$ cat src/rtl/multicycle_control_unit.sv
// multicycle_control_unit
// Moore-style sequencer for the multicycle RV32I datapath. Steps each
// instruction through fetch, decode, execute, memory and writeback, stalls
// memory states on MemReady and traps when a memory access exceeds
// WAIT_TIMEOUT consecutive waiting cycles. TRAP is left only through reset.
//
// Ports
//   clk, rst_n       clock, asynchronous active-low reset
//   Op, funct3,      instruction fields from the instruction register
//   funct7b5
//   Zero             ALU zero flag (branch resolution)
//   MemReady         memory completes the current access this cycle
//   PCWrite .. Trap  datapath control strobes and selects
//   State            current state code, for debug
module multicycle_control_unit #(
    parameter int unsigned WAIT_TIMEOUT = 15,
    parameter bit          SUPPORT_JAL  = 1'b1
) (
    input  logic       clk,
    input  logic       rst_n,
    input  logic [6:0] Op,
    input  logic [2:0] funct3,
    input  logic       funct7b5,
    input  logic       Zero,
    input  logic       MemReady,
    output logic       PCWrite,
    output logic       AdrSrc,
    output logic       MemWrite,
    output logic       IRWrite,
    output logic [1:0] ResultSrc,
    output logic [1:0] ALUSrcA,
    output logic [1:0] ALUSrcB,
    output logic [1:0] ImmSrc,
    output logic [2:0] ALUControl,
    output logic       RegWrite,
    output logic       Trap,
    output logic [3:0] State
);

    typedef enum logic [3:0] {
        S_FETCH    = 4'd0,
        S_DECODE   = 4'd1,
        S_MEMADR   = 4'd2,
        S_MEMREAD  = 4'd3,
        S_MEMWB    = 4'd4,
        S_MEMWRITE = 4'd5,
        S_EXECR    = 4'd6,
        S_EXECI    = 4'd7,
        S_ALUWB    = 4'd8,
        S_JAL      = 4'd9,
        S_BEQ      = 4'd10,
        S_TRAP     = 4'd15
    } state_e;

    localparam logic [2:0] ALU_ADD = 3'b000;
    localparam logic [2:0] ALU_SUB = 3'b001;
    localparam logic [2:0] ALU_AND = 3'b010;
    localparam logic [2:0] ALU_OR  = 3'b011;
    localparam logic [2:0] ALU_SLT = 3'b101;

    // Counter only has to hold 0 .. WAIT_TIMEOUT-1.
    localparam int unsigned CW = (WAIT_TIMEOUT > 1) ? $clog2(WAIT_TIMEOUT) : 1;
    localparam logic [CW-1:0] CNT_LAST = CW'(WAIT_TIMEOUT - 1);

    state_e        state_q, state_d;
    logic [CW-1:0] cnt_q, cnt_d;
    logic [2:0]    alu_funct;

    always_ff @(posedge clk or negedge rst_n) begin
        if (!rst_n) begin
            state_q <= S_FETCH;
            cnt_q   <= '0;
        end else begin
            state_q <= state_d;
            cnt_q   <= cnt_d;
        end
    end

    // Counter is zero whenever a waiting state is entered: every path into
    // FETCH/MEMREAD/MEMWRITE either leaves a non-waiting state (which holds
    // it at zero) or completes an access (MemReady, which clears it).
    always_comb begin
        state_d = state_q;
        cnt_d   = '0;
        unique case (state_q)
            S_FETCH, S_MEMREAD, S_MEMWRITE: begin
                if (MemReady) begin
                    unique case (state_q)
                        S_FETCH:   state_d = S_DECODE;
                        S_MEMREAD: state_d = S_MEMWB;
                        default:   state_d = S_FETCH;
                    endcase
                end else if (cnt_q == CNT_LAST) begin
                    state_d = S_TRAP;
                end else begin
                    cnt_d = cnt_q + 1'b1;
                end
            end
            S_DECODE: begin
                unique case (Op)
                    7'b0000011, 7'b0100011: state_d = S_MEMADR;
                    7'b0110011:             state_d = S_EXECR;
                    7'b0010011:             state_d = S_EXECI;
                    7'b1100011:             state_d = S_BEQ;
                    7'b1101111:             state_d = SUPPORT_JAL ? S_JAL : S_TRAP;
                    default:                state_d = S_TRAP;
                endcase
            end
            S_MEMADR: state_d = Op[5] ? S_MEMWRITE : S_MEMREAD;
            S_EXECR, S_EXECI, S_JAL: state_d = S_ALUWB;
            S_MEMWB, S_ALUWB, S_BEQ: state_d = S_FETCH;
            default:  state_d = S_TRAP;
        endcase
    end

    always_comb begin
        unique case (funct3)
            3'b000:  alu_funct = ({Op[5], funct7b5} == 2'b11) ? ALU_SUB : ALU_ADD;
            3'b010:  alu_funct = ALU_SLT;
            3'b110:  alu_funct = ALU_OR;
            3'b111:  alu_funct = ALU_AND;
            default: alu_funct = ALU_ADD;
        endcase
    end

    always_comb begin
        PCWrite    = 1'b0;
        AdrSrc     = 1'b0;
        MemWrite   = 1'b0;
        IRWrite    = 1'b0;
        ResultSrc  = 2'b00;
        ALUSrcA    = 2'b00;
        ALUSrcB    = 2'b00;
        ImmSrc     = 2'b00;
        ALUControl = ALU_ADD;
        RegWrite   = 1'b0;
        Trap       = 1'b0;
        unique case (state_q)
            S_FETCH: begin
                ALUSrcB   = 2'b10;
                ResultSrc = 2'b10;
                IRWrite   = MemReady;
                PCWrite   = MemReady;
            end
            S_DECODE: begin
                ALUSrcA = 2'b01;
                ALUSrcB = 2'b01;
                ImmSrc  = 2'b10;
            end
            S_MEMADR: begin
                ALUSrcA = 2'b10;
                ALUSrcB = 2'b01;
                ImmSrc  = Op[5] ? 2'b01 : 2'b00;
            end
            S_MEMREAD:  AdrSrc = 1'b1;
            S_MEMWB: begin
                ResultSrc = 2'b01;
                RegWrite  = 1'b1;
            end
            S_MEMWRITE: begin
                AdrSrc   = 1'b1;
                MemWrite = 1'b1;
            end
            S_EXECR: begin
                ALUSrcA    = 2'b10;
                ALUControl = alu_funct;
            end
            S_EXECI: begin
                ALUSrcA    = 2'b10;
                ALUSrcB    = 2'b01;
                ALUControl = alu_funct;
            end
            S_ALUWB:    RegWrite = 1'b1;
            S_BEQ: begin
                ALUSrcA    = 2'b10;
                ALUControl = ALU_SUB;
                PCWrite    = Zero;
            end
            S_JAL: begin
                ALUSrcA = 2'b01;
                ALUSrcB = 2'b10;
                PCWrite = 1'b1;
            end
            default:    Trap = 1'b1;
        endcase
    end

    assign State = state_q;

endmodule

$ cat config.mk
export PLATFORM = sky130hd
export DESIGN_NAME = multicycle_control_unit
export DESIGN_NICKNAME = d
export VERILOG_FILES = /design/src/rtl/multicycle_control_unit.sv
export SDC_FILE = /design/constraint.sdc
export NUM_CORES = 1
export LEC_CHECK = 0
export ABC_CLOCK_PERIOD_IN_PS = 2630
export CORE_ASPECT_RATIO = 0.75
export CORE_UTILIZATION = 43
export CTS_CLUSTER_DIAMETER = 150
export DETAILED_ROUTE_END_ITERATION = 7
export HOLD_SLACK_MARGIN = 0.15
export PLACE_DENSITY = 0.84
export SLEW_MARGIN = 15
export SYNTH_ARGS = -nofsm -noshare
export SYNTH_HDL_FRONTEND = slang
export SYNTH_SLANG_ARGS = --single-unit
$ cat constraint.sdc
create_clock -name clk -period 2.63 [get_ports clk]
set_input_delay 0.3945 -clock clk [delete_from_list [all_inputs] [get_ports clk]]
set_output_delay 0.3945 -clock clk [all_outputs]
set_load 0.01 [all_outputs]
==> impl_metrics.py <==
metrics = {
    "yosys": {
        "yosysTopAreaCellShare": 0.263,
        "syn_inst": 94,
        "syn_nets": 111,
        "synth_area_leaders": "dfrtp_1 26%, nor2_1 6.4%, o31a_1 4.6%",
        "synth-main-ff-cell": "dfrtp_1",
        "ys_types": 38,
        "synth_area_per_cell_um2": 8.09,
        "synth_edf_count": 0,
        "synth_warnings": 0,
        "synth-seq-cells": 8,
        "yosysTopAreaCell": "dfrtp_1",
        "synth_seq_area_share": 0.263,
        "async_flop_share": 1.00,
        "syn_area_um2": 761,
    },
    "timing": {
        "period_minus_slack_ns": 2.41,
        "clock_skew_ns": 0.00171,
        "finalHoldViolCount": 0,
        "slew_violations": 0,
        "slew_headroom": 0.728,
        "rsz0062_at_grt": "false",
        "setup_tns_ns": 0,
        "setup_violations": 0,
        "period_share": 0.916,
        "worstMarginPinSlew_ns": 0.409,
        "fmaxAchievable_mhz": 415,
    },
    "drt": {
        "drt_wl_total_um": 2030,
        "via_per_inst": 5.75,
        "via_count": 863,
        "drt_iter0_drc": 34,
        "drc": 0,
        "avgRoutedWirePerCell_um": 13.6,
        "dr.pass1.iters": 4,
        "antenna_left": 0,
    },
    "final_layout": {
        "drive_gt1_frac": 0.0930,
        "area_growth_pct": 51.8,
        "utilization": 0.740,
        "nNetsFinal": 148,
        "finish.instance_area_mm2": 0.00115,
        "instances_no_fill": 150,
        "antennaDiodeCount": 0,
    },
    "critical_path": {
        "worst-endpoint-arrival_ns": 2.02,
        "required_ns": 2.24,
        "cp_max_fo": 8,
        "cpMaxStageDelayCell": "clkdlybuf4s50_1",
        "worst_r2r_path_depth": 5,
        "max_stage_delay_ns": 0.57,
        "critical_path_class": "flop to primary output",
        "worstSetupStartpointType": "flop",
        "path_cells": "buf_4 > nor2b_1 > nand3_1 > nor3_1 > clkdlybuf4s50_1",
        "critical_path.endpoint_type": "primary output",
    },
    "power_and_ir_drop": {
        "switchingPower_mw": 0.0549,
        "switching_share": 0.218,
        "comb_power_share": 0.135,
        "seqPwrFrac": 0.490,
        "clkPwrFrac": 0.375,
        "power.density_mw_per_mm2": 218,
        "leakagePower_nw": 0.427,
        "ir_worst_vdd_uv": 269,
        "p_int_mw": 0.197,
    },
    "grt": {
        "grt_first_pass_wirelength_um": 3400,
        "grt_use_total": 0.243,
        "met2_usage": 0.417,
        "grt_antenna_before_repair": 0,
        "grt_max_degree": 18,
        "gr-max-usage-layer": "met2",
        "use_met1": 0.290,
        "grt_overflow": 0,
        "grt_use_met3": 0.0794,
        "first_global_vias": 797,
    },
    "place": {
        "port_buffers": 35,
        "dpl_cell_area_mm2": 0.00113,
        "dpl.hpwl_um": 1590,
        "place_inst": 147,
        "routabilityCongestion": 0.798,
    },
    "floorplan": {
        "die_w_um": 50.6,
        "start_util": 0.487,
        "boundaryPins": 36,
        "die_h_um": 38.4,
        "rows": 12,
        "die-area_mm2": 0.00194,
        "coreArea_mm2": 0.00156,
    },
    "cts": {
        "numClockSinks": 8,
        "cts_tree": "done",
        "clockBufferDepth": 2,
        "insertion_delay_ns": 0.25,
        "cts-root-buf": "clkbuf_4",
        "post_cts_buffers": 0,
        "clkSlewWorstSetupHoldPaths_ns": 0.05,
        "cts_made_buffers": 3,
        "htreeDepth": 1,
    },
    "hold_path": {
        "hp-class": "primary input to async pin",
    },
    "run": {
        "drv_cap": 0,
    },
    "outcome": {
        "outcome": "complete, no violations",
    },
}
[power groups by stage]
stage                     Sequential (mW)  Combinational [mW]  Clock [mW]
final                               0.123              0.0341      0.0943
after global routing                0.123              0.0368       0.103
after CTS                           0.123              0.0341      0.0965
after detailed placement            0.125              0.0340           0
after global placement              0.125              0.0329           0
after floorplan                     0.125             0.00523           0
[cells by family after synthesis]
logic type | Yosys count | synth area share
AND/OR/NAND/NOR | 39 | 0.268
adder cells (fa/ha/maj) | 3 | 0.0460
buffers and inverters | 12 | 0.0674
flip-flops | 8 | 0.263
XOR/XNOR | 4 | 0.0559
AO/OA/AOI/OAI | 28 | 0.299
[synth_stat cells (3+ instances only)]
cell	number
dfrtp_1	8
o31a_1	4
nand3_1	3
nand2_1	4
nor3_1	5
a31oi_1	3
a21oi_1	5
o21a_1	3
clkbuf_1	3
inv_1	6
nor2_1	13
o21ai_0	4
[final timing paths]
kind	from	slack, ns	endpoint
min reg2reg	cnt_q[0]	0.50	cnt_q[0]
min	rst_n	0.41	cnt_q[1]
max in group asynchronous	rst_n	1.94	State[0]
max	State[3]	0.22	ALUControl[2]
max reg2reg	State[2]	0.86	State[2]
min in group clk	cnt_q[0]	0.50	cnt_q[0]
[final cells by class]
cell class / count / area (um2)
Fill cell: 133 / 407
Timing Repair Buffer: 38 / 373
Inverter: 6 / 22.5
Sequential cell: 8 / 201
Multi-Input combinational cell: 74 / 509
Clock buffer: 3 / 22.5
Tap cell: 21 / 26.3
[through the flow]
step	worst slack [ns]	hold WS, ns	total power [mW]
5_1_grt	0.130	0.426	0.263
3_5_place_dp	0.304	0.498	0.159
3_3_place_gp	0.342	0.483	0.158
6_report	0.220	0.414	0.252
4_1_cts	0.165	0.420	0.254
2_1_floorplan	0.710	0.0989	0.131
[placed cells by master (no fill, tap or decap), types with 4 or more instances in the layout]
master / count
o21ai_0: 4
dfrtp_1: 7
nand2_1: 4
inv_1: 6
o31a_1: 4
nor3_1: 5
nor2_1: 13
clkdlybuf4s50_1: 35
a21oi_1: 5
[registers in the layout (all words and copies together), names as in the netlist]
register	count
State	4
cnt_q	4
[critical path, delay by kind of cell (launching register included)]
family                 cells  cell delay [ns]
flip-flops                 1             0.48
buffers and inverters      2             0.78
AND/OR/NAND/NOR            3             0.50
[timing repair]
| item | CTS | global route |
|---|---|---|
| endpoints found under the setup margin | 0 | 2 |
| resized for setup | 0 | 1 |
| hold buffers | 0 | 0 |
[per-layer routing]
metal | up-vias | wire length [um]
met3 | 8 | 163
met2 | 46 | 973
met5 | - | 0
li1 | 412 | -
met4 | 0 | 25
met1 | 397 | 871
Power figures use the tool's default switching activity.
